### src/rtl/parity_rr_sched.sv
// Round-robin frame scheduler: grants one requester at a time and streams its frame LSB-first
// through an odd/even ones/zeros tracker. Define PSCHED_FIXED_PRIO_EN for fixed lowest-index priority.
module parity_rr_sched #(
  parameter int NREQ  = 4,
  parameter int WIDTH = 8
) (
  input  logic                     clk,
  input  logic                     reset,
  input  logic [NREQ-1:0]          req,
  input  logic [NREQ*WIDTH-1:0]    data_in,
  input  logic [$clog2(WIDTH+1)-1:0] frame_len,
  output logic [NREQ-1:0]          grant,
  output logic                     busy,
  output logic                     bit_out,
  output logic                     bit_valid,
  output logic                     done,
  output logic [1:0]               result_state,
  output logic                     result
);

  // state  | meaning
  // IDLE   | waiting for any req; arbiter picks the winner
  // LOAD   | grant driven; winner's word, length and cleared tracker latched
  // SHIFT  | one frame bit per cycle into the tracker, L cycles
  // REPORT | done pulse with final tracker; pointer advances past winner

  localparam int LW = $clog2(WIDTH + 1);
  localparam int IW = (NREQ > 1) ? $clog2(NREQ) : 1;

  typedef enum logic [1:0] {IDLE, LOAD, SHIFT, REPORT} state_t;

  state_t            state, state_nxt;
  logic [IW-1:0]     win;
  logic [IW-1:0]     ptr;
  logic [IW-1:0]     pick;
  logic [IW-1:0]     ptr_nxt;
  logic [WIDTH-1:0]  sreg;
  logic [WIDTH-1:0]  slice;
  logic [LW-1:0]     cnt;
  logic [LW-1:0]     eff_len;
  logic [1:0]        tracker;

  // Search starts at ptr and wraps; first asserted req wins.
  always_comb begin
    logic [IW:0] sum;
    logic        hit;
    pick = '0;
    hit  = 1'b0;
    sum  = '0;
    for (int i = 0; i < NREQ; i++) begin
      sum = {1'b0, ptr} + (IW+1)'(i);
      if (sum >= (IW+1)'(NREQ))
        sum = sum - (IW+1)'(NREQ);
      if (!hit && req[sum[IW-1:0]]) begin
        hit  = 1'b1;
        pick = sum[IW-1:0];
      end
    end
  end

  always_comb begin
    slice = '0;
    for (int i = 0; i < NREQ; i++)
      if (win == IW'(i))
        slice = data_in[i*WIDTH +: WIDTH];
  end

  always_comb begin
    if (frame_len == '0 || frame_len > LW'(WIDTH))
      eff_len = LW'(WIDTH);
    else
      eff_len = frame_len;
  end

  always_comb begin
`ifdef PSCHED_FIXED_PRIO_EN
    ptr_nxt = '0;
`else
    if (win == IW'(NREQ - 1))
      ptr_nxt = '0;
    else
      ptr_nxt = win + IW'(1);
`endif
  end

  always_ff @(posedge clk) begin
    if (reset)
      state <= IDLE;
    else
      state <= state_nxt;
  end

  always_comb begin
    state_nxt = state;
    case (state)
      IDLE:    if (|req) state_nxt = LOAD;
      LOAD:    state_nxt = SHIFT;
      SHIFT:   if (cnt == LW'(1)) state_nxt = REPORT;
      REPORT:  state_nxt = IDLE;
      default: state_nxt = IDLE;
    endcase
  end

  always_ff @(posedge clk) begin
    if (reset) begin
      win     <= '0;
      ptr     <= '0;
      sreg    <= '0;
      cnt     <= '0;
      tracker <= 2'b00;
    end else begin
      case (state)
        IDLE: begin
          if (|req)
            win <= pick;
        end
        LOAD: begin
          sreg    <= slice;
          cnt     <= eff_len;
          tracker <= 2'b00;
        end
        SHIFT: begin
          sreg <= sreg >> 1;
          cnt  <= cnt - LW'(1);
          // tracker = {zeros_odd, ones_odd}
          if (sreg[0])
            tracker[0] <= ~tracker[0];
          else
            tracker[1] <= ~tracker[1];
        end
        REPORT: begin
          ptr <= ptr_nxt;
        end
        default: ;
      endcase
    end
  end

  always_comb begin
    busy         = (state != IDLE);
    bit_valid    = (state == SHIFT);
    done         = (state == REPORT);
    bit_out      = bit_valid & sreg[0];
    grant        = busy ? (NREQ'(1) << win) : '0;
    result_state = tracker;
    result       = done & (tracker == 2'b00);
  end

endmodule

### config.mk
export PLATFORM = sky130hd
export DESIGN_NAME = parity_rr_sched
export DESIGN_NICKNAME = d
export VERILOG_FILES = /design/src/rtl/parity_rr_sched.sv
export SDC_FILE = /design/constraint.sdc
export NUM_CORES = 1
export LEC_CHECK = 0
export BUFFER_PORTS_ARGS = -buffer_cell sky130_fd_sc_hd__buf_2
export CAP_MARGIN = 20
export CORE_ASPECT_RATIO = 1.4
export CORE_MARGIN = 1.5
export CORE_UTILIZATION = 52
export CTS_CLUSTER_DIAMETER = 30
export CTS_CLUSTER_SIZE = 30
export DETAILED_ROUTE_END_ITERATION = 10
export PLACE_DENSITY = 0.84
export SLEW_MARGIN = 30
export SYNTH_ARGS = -nofsm -noshare
export SYNTH_HDL_FRONTEND = slang
export SYNTH_SLANG_ARGS = --single-unit
### constraint.sdc
create_clock -name clk -period 2.3 [get_ports clk]
set_clock_uncertainty 0.05 [all_clocks]
set_input_delay 0.23 -clock clk [delete_from_list [all_inputs] [get_ports clk]]
set_output_delay 0.23 -clock clk [all_outputs]
set_load 0.03 [all_outputs]
==> results.json <==
{
  "status": "completed",
  "r2r_slack_ns": 0.46,
  "cts_resized": 0,
  "grt_max_degree": 25,
  "clock_latency_ns": 0.29,
  "crit_type": "reg2out",
  "io_pins": 53,
  "critical_path.cell_chain": "inv_1 -> ha_2 -> nand2_1 -> inv_1 -> buf_2",
  "combPwrFrac_pct": 62.4,
  "p_sw_share_pct": 46.2,
  "postSynthCellCount": 171,
  "synth_xor_area_share_pct": 0,
  "grt_pass1_wl_mm": 5.42,
  "maxCapViolations": 0,
  "dr.pass1.iters": 4,
  "syn_avg_cell_area_um2": 8.17,
  "cts_tree": "built",
  "cp.required_ns": 2.02,
  "finalSetupTns_ns": 0,
  "die_w_um": 46.8,
  "place.gp.congestion": 0.844,
  "period_share_pct": 81.8,
  "maxSlewHeadroom_pct": 57.8,
  "drt_iter0_markers": 35,
  "synth_compound_area_share_pct": 27.8,
  "slowest_delay_ns": 0.42,
  "dp_hpwl_mm": 2.42,
  "fmax_mhz": 532,
  "grt_usage_pct": 23.6,
  "cts_buffers": 3,
  "cts_num_sinks": 20,
  "antenna_found_initial": 0,
  "ys_types": 36,
  "critPathMaxFanout": 22,
  "globalRoute.totalOverflow": 0,
  "setup_viol_count_final": 0,
  "seqCellArea_um2": 400,
  "peakVddDrop_uv": 578,
  "insertedDiodeCount": 0,
  "hold_path_class": "in2reg",
  "cts.clk_slew.worst_paths_ns": 0.11,
  "wl_mm": 3.08,
  "area_growth_pct": 21.5,
  "worst_pin_slew_ns": 0.624,
  "die_y_um": 64.3,
  "initial_core_util_pct": 54.0,
  "worstSetupEndpointType": "output pin",
  "cp_common_cell": "inv_1",
  "portBuffers": 52,
  "hold_viol": 0,
  "grt_pass1_vias": 1248,
  "pwr_density_cell_nw_per_um2": 1110,
  "power_report.internal_total_mw": 1.02,
  "viasPerCell": 5.48,
  "placed_area_um2": 1670,
  "grt_setup_unrepaired": "no",
  "muxShareOfSynthArea_pct": 2.86,
  "n_fill_cell": 249,
  "top_layer_used": "met4",
  "die_area_um2": 3010,
  "synth-simple-area-share_pct": 24.5,
  "arrival_ns": 1.60,
  "switchingPower_mw": 0.874,
  "critPathLaunchType": "flip-flop",
  "core_area_um2": 2590,
  "htreeDepth": 1,
  "multi_input_area_um2": 898,
  "synth_fa_ha_area_share_pct": 8.95,
  "m1WireLength_mm": 1.39,
  "seq_area_frac_synth_pct": 28.6,
  "ys.warnings.count": 0,
  "postCtsSetupBuffers": 0,
  "cts_buffer_depth": 2,
  "vias": 1393,
  "power_frac_seq_pct": 29.1,
  "fp-row-count": 22,
  "finalCriticalPeriod_ns": 1.88,
  "routedWlPerCell_um": 12.1,
  "met2_length_mm": 1.53,
  "wl_met3_um": 135,
  "worst_path_max_delay_cell": "ha_2",
  "clkPwrFrac_pct": 8.5,
  "leakage_nw": 0.705,
  "slew_viol_final": 0,
  "hold_buffers": 0,
  "mappedNetlistNets": 223,
  "synth-seq-cells": 20,
  "layout.nets": 272,
  "drc": 0,
  "final_antenna_net_count": 0,
  "synth_area_um2": 1400,
  "layout-drive-gt1-share_pct": 28.4,
  "fin_area_um2": 1700,
  "synth_top_family_by_area": "compound AO/OA/AOI/OAI gates",
  "root_buffer": "clkbuf_4"
}
==> state kept, by name, summed over array words and instances (netlist names) <==
register / flops
cnt: 4
ptr: 2
result_state: 2
sreg: 8
state: 2
win: 2
==> worst paths after layout <==
kind,start,endpoint,cells after the start
setup reg to reg,state[0],sreg[6],5
setup / recovery,state[0],bit_out,5
hold reg to reg,result_state[0],result_state[0],2
hold / removal,data_in[20],sreg[4],3
==> logic make-up (layout without fill, tap and decap cells) <==
family / after synthesis / after routing
AOI/OAI and AO/OA: 54 / 54
adders and majority gates: 10 / 10
buffers and inverters: 24 / 71
DFF: 20 / 20
muxes: 4 / 4
and+or+nand+nor: 59 / 59
==> stage by stage <==
step                      util (%)  setup slack (ns)  hold slack, ns  cells  power [mW]
after floorplan                  -             0.467           0.358    171        1.47
after global placement        64.7             0.452           0.426    251        1.69
after detailed placement      64.7             0.413           0.431    251        1.73
after CTS                     65.5             0.204           0.155    254        1.89
after global routing          65.6             0.199           0.158    254        2.08
final                         65.6             0.419           0.163    254        1.89
==> placed cells by master, fill, tap and decap left out <==
| cell | synthesis | routed |
|---|---|---|
| a41oi_1 | 1 | 1 |
| ha_1 | 10 | 9 |
| nor2b_1 | 7 | 7 |
| or3b_1 | 1 | 1 |
| buf_4 | 2 | 3 |
| nand3b_1 | 10 | 10 |
| nand2b_1 | 5 | 5 |
| nand3_1 | 2 | 2 |
| a21oi_1 | 6 | 6 |
| or2b_1 | 1 | 1 |
| a311o_1 | 7 | 7 |
| dfxtp_1 | 20 | 20 |
| inv_1 | 13 | 13 |
| a22o_1 | 1 | 1 |
| o21bai_1 | 1 | 1 |
| ha_2 | 0 | 1 |
| a311oi_1 | 2 | 2 |
| buf_2 | 3 | 52 |
| nand4b_1 | 1 | 1 |
| nor3_1 | 2 | 2 |
| a211oi_1 | 3 | 3 |
| or2_2 | 1 | 1 |
| mux2i_1 | 4 | 4 |
| a221oi_1 | 9 | 9 |
| o41ai_1 | 3 | 3 |
| nor2_1 | 14 | 14 |
| a211oi_2 | 1 | 1 |
| nor3b_1 | 1 | 1 |
| o21a_1 | 1 | 1 |
| o21ai_0 | 17 | 17 |
| nor4b_4 | 1 | 1 |
| o22ai_1 | 1 | 1 |
| nor4_1 | 1 | 1 |
| a31oi_1 | 1 | 1 |
| and4b_1 | 1 | 1 |
| clkbuf_4 | 0 | 3 |
| nand2_1 | 11 | 11 |
==> cells in the mapped netlist (all sizes together) <==
master / n / area, um2
dfxtp: 20 / 400
o21ai: 17 / 85.1
nor2: 14 / 52.6
inv: 13 / 48.8
nand2: 11 / 41.3
ha: 10 / 125
nand3b: 10 / 75.1
a221oi: 9 / 78.8
a311o: 7 / 70.1
nor2b: 7 / 43.8
a21oi: 6 / 30.0
clkbuf: 6 / 22.5
buf: 5 / 30.0
nand2b: 5 / 31.3
a211oi: 4 / 35.0
mux2i: 4 / 40.0
o41ai: 3 / 26.3
a311oi: 2 / 17.5
nand3: 2 / 10.0
nor3: 2 / 10.0
a22o: 1 / 8.76
a31oi: 1 / 6.26
a41oi: 1 / 8.76
and4b: 1 / 10.0
nand4b: 1 / 8.76
nor3b: 1 / 7.51
nor4: 1 / 6.26
nor4b: 1 / 23.8
o21a: 1 / 7.51
o21bai: 1 / 7.51
o22ai: 1 / 6.26
or2: 1 / 6.26
or2b: 1 / 7.51
or3b: 1 / 8.76
==> worst max-delay path: cells and delay by family (launching register included) <==
| kind | cells | cell delay, ns |
|---|---|---|
| buffers and inverters | 3 | 0.38 |
| flip-flops | 1 | 0.35 |
| AND/OR/NAND/NOR | 1 | 0.16 |
| adder cells (fa/ha/maj) | 1 | 0.42 |
==> power by group through the flow <==
stage	registers, mW	clock network (mW)	logic [mW]
2_1_floorplan	0.544	0	0.924
3_3_place_gp	0.553	0	1.14
3_5_place_dp	0.558	0	1.17
4_1_cts	0.550	0.167	1.18
5_1_grt	0.567	0.186	1.33
6_report	0.550	0.162	1.18
==> area by class of cell <==
cell class | instances | area share (%)
multi-input combinational | 127 | 52.9
clock buffer | 3 | 1.33
sequential | 20 | 23.6
timing repair buffer | 55 | 16.7
inverter | 13 | 2.87
tap | 36 | 2.65
==> routing by layer <==
metal  vias up  GRT usage [%]
met5         -              0
met4         0           6.94
met3         2           3.95
met2        42           38.2
met1       624           31.0
li1        725              -
No activity file was read; power rests on OpenSTA's default activity.
